`src/rtl/jtag_host.sv`:
```
// JTAG host: accepts RESET / IRSCAN / DRSCAN / IDLE commands and drives the
// TAP pins with a divided TCK, returning the captured TDO bits as a response.
module jtag_host #(
    parameter int unsigned CLK_DIV = 4
) (
    input  logic        sys_clk,
    input  logic        reset,
    input  logic        cmd_valid,
    output logic        cmd_ready,
    input  logic [1:0]  cmd_op,
    input  logic [5:0]  cmd_len,
    input  logic [31:0] cmd_data,
    output logic        rsp_valid,
    input  logic        rsp_ready,
    output logic [31:0] rsp_data,
    output logic        busy,
    output logic        tck,
    output logic        tms,
    output logic        tdi,
    output logic        trst,
    input  logic        tdo
);

    localparam int unsigned PHASE_W = 8;
    localparam int unsigned IDX_W   = 6;
    localparam int unsigned DATA_W  = 32;

    localparam logic [1:0] OP_RESET = 2'b00;
    localparam logic [1:0] OP_IR    = 2'b01;
    localparam logic [1:0] OP_DR    = 2'b10;
    localparam logic [1:0] OP_IDLE  = 2'b11;

    localparam logic [PHASE_W-1:0] PHASE_LAST = PHASE_W'(CLK_DIV - 1);
    // Zero-length scans walk through Exit1/Update without shifting (bit i = TCK i).
    localparam logic [7:0] DR0_TMS = 8'b0000_1101;
    localparam logic [7:0] IR0_TMS = 8'b0001_1011;

    typedef enum logic [1:0] {S_IDLE, S_RUN, S_RESP} state_t;

    typedef struct packed {
        logic       tms;
        logic       shift;
        logic [4:0] bit_idx;
    } plan_t;

    state_t               state, state_d;
    logic [1:0]           op_q, op_d;
    logic [IDX_W-1:0]     len_q, len_d;
    logic [DATA_W-1:0]    data_q, data_d;
    logic [IDX_W-1:0]     idx_q, idx_d;
    logic [PHASE_W-1:0]   phase_q, phase_d;
    logic                 phase_hi_q, phase_hi_d;
    logic                 tck_d, tms_d, tdi_d, trst_d;
    logic                 cmd_ready_d, rsp_valid_d, busy_d;
    logic [DATA_W-1:0]    rsp_data_d;
    logic [IDX_W-1:0]     len_clamped, idx_nxt;
    plan_t                acc_plan, cur_plan, nxt_plan;

    // TMS value and shift position for TCK number idx of a command.
    function automatic plan_t tck_plan(input logic [1:0] op, input logic [IDX_W-1:0] len,
                                       input logic [IDX_W-1:0] idx);
        plan_t            p;
        logic [IDX_W-1:0] pre;
        logic [IDX_W-1:0] rel;
        p   = '0;
        pre = (op == OP_IR) ? IDX_W'(4) : IDX_W'(3);
        rel = IDX_W'(idx - pre);
        case (op)
            OP_RESET: p.tms = (idx < IDX_W'(5));
            OP_IDLE:  p.tms = 1'b0;
            default: begin
                if (len == '0) begin
                    p.tms = (op == OP_IR) ? IR0_TMS[idx[2:0]] : DR0_TMS[idx[2:0]];
                end else if (idx < pre) begin
                    p.tms = (idx == '0) || (op == OP_IR && idx == IDX_W'(1));
                end else if (rel < len) begin
                    p.shift   = 1'b1;
                    p.bit_idx = rel[4:0];
                    p.tms     = (rel == IDX_W'(len - IDX_W'(1)));
                end else begin
                    p.tms = (rel == len);
                end
            end
        endcase
        return p;
    endfunction

    function automatic logic [IDX_W-1:0] tck_total(input logic [1:0] op, input logic [IDX_W-1:0] len);
        case (op)
            OP_RESET: return IDX_W'(6);
            OP_IR:    return IDX_W'(len + IDX_W'(6));
            OP_DR:    return IDX_W'(len + IDX_W'(5));
            default:  return len;
        endcase
    endfunction

    assign len_clamped = (cmd_len > IDX_W'(32)) ? IDX_W'(32) : cmd_len;
    assign idx_nxt     = IDX_W'(idx_q + IDX_W'(1));
    assign acc_plan    = tck_plan(cmd_op, len_clamped, '0);
    assign cur_plan    = tck_plan(op_q, len_q, idx_q);
    assign nxt_plan    = tck_plan(op_q, len_q, idx_nxt);

    always_comb begin
        state_d     = state;
        op_d        = op_q;
        len_d       = len_q;
        data_d      = data_q;
        idx_d       = idx_q;
        phase_d     = phase_q;
        phase_hi_d  = phase_hi_q;
        tck_d       = tck;
        tms_d       = tms;
        tdi_d       = tdi;
        trst_d      = trst;
        rsp_valid_d = rsp_valid;
        rsp_data_d  = rsp_data;

        case (state)
            S_IDLE: begin
                if (cmd_valid && cmd_ready) begin
                    op_d       = cmd_op;
                    len_d      = len_clamped;
                    data_d     = cmd_data;
                    rsp_data_d = '0;
                    idx_d      = '0;
                    phase_d    = '0;
                    phase_hi_d = 1'b0;
                    tck_d      = 1'b0;
                    if (tck_total(cmd_op, len_clamped) == '0) begin
                        state_d     = S_RESP;
                        rsp_valid_d = 1'b1;
                    end else begin
                        state_d = S_RUN;
                        tms_d   = acc_plan.tms;
                        tdi_d   = acc_plan.shift ? cmd_data[acc_plan.bit_idx] : 1'b0;
                        trst_d  = (cmd_op != OP_RESET);
                    end
                end
            end
            S_RUN: begin
                if (phase_q == PHASE_LAST) begin
                    phase_d = '0;
                    if (!phase_hi_q) begin
                        tck_d      = 1'b1;
                        phase_hi_d = 1'b1;
                        if (cur_plan.shift) begin
                            rsp_data_d[cur_plan.bit_idx] = tdo;
                        end
                    end else begin
                        tck_d      = 1'b0;
                        phase_hi_d = 1'b0;
                        if (idx_q == IDX_W'(tck_total(op_q, len_q) - IDX_W'(1))) begin
                            state_d     = S_RESP;
                            rsp_valid_d = 1'b1;
                        end else begin
                            idx_d  = idx_nxt;
                            tms_d  = nxt_plan.tms;
                            tdi_d  = nxt_plan.shift ? data_q[nxt_plan.bit_idx] : 1'b0;
                            trst_d = !(op_q == OP_RESET && idx_nxt < IDX_W'(5));
                        end
                    end
                end else begin
                    phase_d = PHASE_W'(phase_q + PHASE_W'(1));
                end
            end
            S_RESP: begin
                if (rsp_ready) begin
                    state_d     = S_IDLE;
                    rsp_valid_d = 1'b0;
                end
            end
            default: state_d = S_IDLE;
        endcase

        cmd_ready_d = (state_d == S_IDLE);
        busy_d      = (state_d != S_IDLE);
    end

    always_ff @(posedge sys_clk or posedge reset) begin
        if (reset) begin
            state      <= S_IDLE;
            op_q       <= '0;
            len_q      <= '0;
            data_q     <= '0;
            idx_q      <= '0;
            phase_q    <= '0;
            phase_hi_q <= 1'b0;
            tck        <= 1'b0;
            tms        <= 1'b1;
            tdi        <= 1'b0;
            trst       <= 1'b1;
            cmd_ready  <= 1'b0;
            rsp_valid  <= 1'b0;
            rsp_data   <= '0;
            busy       <= 1'b0;
        end else begin
            state      <= state_d;
            op_q       <= op_d;
            len_q      <= len_d;
            data_q     <= data_d;
            idx_q      <= idx_d;
            phase_q    <= phase_d;
            phase_hi_q <= phase_hi_d;
            tck        <= tck_d;
            tms        <= tms_d;
            tdi        <= tdi_d;
            trst       <= trst_d;
            cmd_ready  <= cmd_ready_d;
            rsp_valid  <= rsp_valid_d;
            rsp_data   <= rsp_data_d;
            busy       <= busy_d;
        end
    end

endmodule

```
`config.mk`:
```
export PLATFORM = sky130hd
export DESIGN_NAME = jtag_host
export DESIGN_NICKNAME = d
export VERILOG_FILES = /design/src/rtl/jtag_host.sv
export SDC_FILE = /design/constraint.sdc
export NUM_CORES = 1
export LEC_CHECK = 0
export BUFFER_PORTS_ARGS = -buffer_cell sky130_fd_sc_hd__buf_2
export CORE_MARGIN = 3
export CORE_UTILIZATION = 40
export DETAILED_ROUTE_END_ITERATION = 10
export GPL_TIMING_DRIVEN = 0
export RECOVER_POWER = 100
export SETUP_SLACK_MARGIN = 0.15
export SLEW_MARGIN = 25
export SYNTH_ARGS = -nofsm -noshare
export SYNTH_HDL_FRONTEND = slang
export SYNTH_SLANG_ARGS = --single-unit
```
`constraint.sdc`:
```
create_clock -name sys_clk -period 12.8 [get_ports sys_clk]
set_input_delay 0.64 -clock sys_clk [delete_from_list [all_inputs] [get_ports sys_clk]]
set_output_delay 0.64 -clock sys_clk [all_outputs]
set_load 0.005 [all_outputs]
```
==> impl_results.md <==
* Worst reg2reg startpoint: op_q[1]
* Arrival time worst endpoint at 6.39 ns
* Clock skew at approximately 0.011 ns
* Leak at roughly 0.0032 uW
* Startpoint class of the critical path: flip-flop
* Post-DP Area at 0.00696 mm2
* Final Hold Viols at 0
* Post-synthesis instance total at 740
* Kind of critical path: reg -> reg
* Floorplan Core Area at roughly 0.015 mm2
* EDFF count, synth at 0
* Final Max Slew Viols at 108
* Most common cell after layout, fill and taps aside: nand2_1
* Yosys cell types at 77
* Drt pass-1 iters at 5
* Total design power at roughly 1900 uW
* Clock Tree Root: clkbuf_16
* Die Area at between 0.015 and 0.02 mm2
* Synth top area share at a little under two fifths
* Class of the worst hold path: reg -> reg
* Unrepaired setup endpoints after global routing: no
* Synth Warn # at 0
* DRC at 0
* MaxCap Viol Count at 3
* Critical Path RT at 13.06 ns
* Area contributors post-synth: dfrtp_1 37%, nand2_1 9.2%, o21ai_0 7.4%, ha_1 7.0%, a31oi_1 2.9%
* Post-CTS setup repair buffer count at 0
* Tmin final at ~6.1 ns
* Antenna diodes at 0
* Std cell rows at 45
* GRT Overall Usage at 20.2%
* Initial antenna violation count at 0
* IO Pins at 84
* Average size of a mapped cell at between 8 and 9 um2
* Cell type with the largest total area after synthesis: dfrtp_1
* GRT overflow at 0
* Worst-path maximum fanout at 10
* Hold wc startpoint: data_q[18]
* # port buffers at 81
* Post-DP HPWL at 12800 um
* Cts repair resizes at 0
* Starting Density at between 40 and 50%
* Layout cells sized above 1 at ~11%
* Status: finished, violations left
* Die width at ~130 um
* Max Fclk at between 0.15 and 0.2 GHz
* First-pass GRT wire length at 27700 um
* Setup TNS at 0 ns
* Failing checks: max-capacitance violations, max-slew violations
* Sequential fraction of the synthesis area at 38.0%
* Routability congestion estimate at ~0.89
* Pwr dens at about 260 mW/mm2
* Hold buffers post-CTS at 0
* Fin util at roughly 47%
* Number of global-route vias before repair at about 5400
* Clock Latency Late Sink at roughly 0.35 ns
* Slew of the pin with the lowest slew margin at between 2 and 3 ns
* Layout area overhead at 14.2%
* FF+latch count, synth at 95
* Final Cell Area at just over 0.007 mm2
* CTS tree: yes
* Routed Antenna Nets at 0
* Routed vias/inst at between 5 and 6
* Syn nets at slightly above 800
* Overall via count from detail_route at around 5700
* Clock Sinks at 95
* Most frequent cells in the layout: 154 x nand2_1, 96 x o21ai_0, 93 x dfrtp_1
* Longest Clk Path Bufs at 2
* Ys flop type: dfrtp_1
* Num CTS Buffers at 9
* Nets at around 900
* H-tree Lvls at 3
* Routed wire per std cell at between 15 and 20 um
* Asr flop ratio synth at 100%
* Setup crit end kind: flip-flop
* Chip Height at 131 um
* Largest net degree at the start of global routing at 49
* Post-Route WL at ~17000 um
* Initial DRC count at 594
* Rel. slew slack at -68.6%
* CTS clk-pin slew, worst paths at roughly 0.07 ns
* Fillers at roughly 1500
* Final Setup Violations at 0
* VDD IR-drop max at 0.126 mV
* Tcrit/Tclk final at a little under half
* Crit path from: op_q[1]
* Syn Std Cell Area at 0.00626 mm2
logic make-up after synthesis:
| kind of cell | Yosys count | share of synthesized area (%) |
|---|---|---|
| simple gates | 280 | 21.3 |
| flops | 95 | 38.0 |
| mux | 13 | 2.60 |
| xor+xnor | 24 | 4.30 |
| compound gates | 216 | 21.3 |
| buf+inv | 75 | 4.84 |
| fa+ha+maj | 37 | 7.64 |
final timing paths:
kind / endpoint / slack, ns / cells past startpoint
max in group asynchronous: data_q[12] / 8.89 / 3
min: data_q[18] / 0.48 / 2
min in group asynchronous: phase_q[0] / 0.82 / 2
min reg2reg: data_q[18] / 0.48 / 2
max reg2reg: rsp_data[21] / 6.67 / 17
max: rsp_data[21] / 6.67 / 17
per-stage QoR:
step	setup WS, ns	hold slack (ns)	instances
after global placement	7.78	0.453	1032
after CTS	7.62	0.319	1049
after global routing	6.26	0.479	1049
final	6.67	0.476	1049
after floorplan	8.53	0.438	740
after detailed placement	7.63	0.461	1033
state kept, by name, indices dropped and copies added, names as in the netlist:
signal and flops:
cmd_ready 1, phase_q 8, phase_hi_q 1, trst 1, rsp_data 32, tms 1, rsp_valid 1, op_q 2
tdi 1, busy 1, data_q 32, state 2, idx_q 6, len_q 6
power breakdown:
group | switching [uW] | internal, uW
sequential | 70.5 | 383
combinational | 702 | 435
clock | 129 | 136
cell type report:
type	instances	area [um2]	area share [%]
multi-input combinational	570	3560	49.8
sequential	95	2380	33.3
timing repair buffer	82	368	5.15
tap	211	264	3.69
clock buffer	9	225	3.15
buffer	40	160	2.24
inverter	35	133	1.86
clock inverter	7	61.3	0.858
cell usage after synthesis, types with 6 or more instances:
| master | instances |
|---|---|
| nand2_1 | 154 |
| and3_1 | 6 |
| clkbuf_1 | 32 |
| o2bb2ai_1 | 6 |
| a31oi_1 | 29 |
| nand3_1 | 13 |
| dfrtp_1 | 93 |
| nand4_1 | 6 |
| xor2_1 | 6 |
| o21ai_0 | 92 |
| nand2b_1 | 14 |
| inv_1 | 33 |
| a21oi_1 | 25 |
| nor4_1 | 7 |
| nor2b_1 | 10 |
| nor3_1 | 14 |
| ha_1 | 35 |
| nor2_1 | 27 |
| xnor2_1 | 14 |
| o21a_1 | 6 |
critical path, cell delays in order, from the launching register on:
cell and delay [ns]:
dfrtp_1 0.40, inv_1 0.10, ha_1 0.34, clkbuf_1 0.39
inv_1 0.27, ha_1 0.24, inv_1 0.08, fa_1 0.48
ha_1 0.31, a21boi_0 0.13, o21a_1 0.19, o21a_1 0.17
o21a_1 0.16, o21a_1 0.18, clkbuf_1 0.22, nor4_1 1.44
nand2_1 0.63, o21ai_0 0.32
layer usage:
metal  global-route usage, %  share of wire, %  wire length (um)
met5                       0                 0                 0
met4                    7.14               2.4               414
met3                    3.73               5.9               999
met2                    31.7                45              7760
met1                    27.9                46              7890
Note: power is estimated with default switching activity, not from simulation.
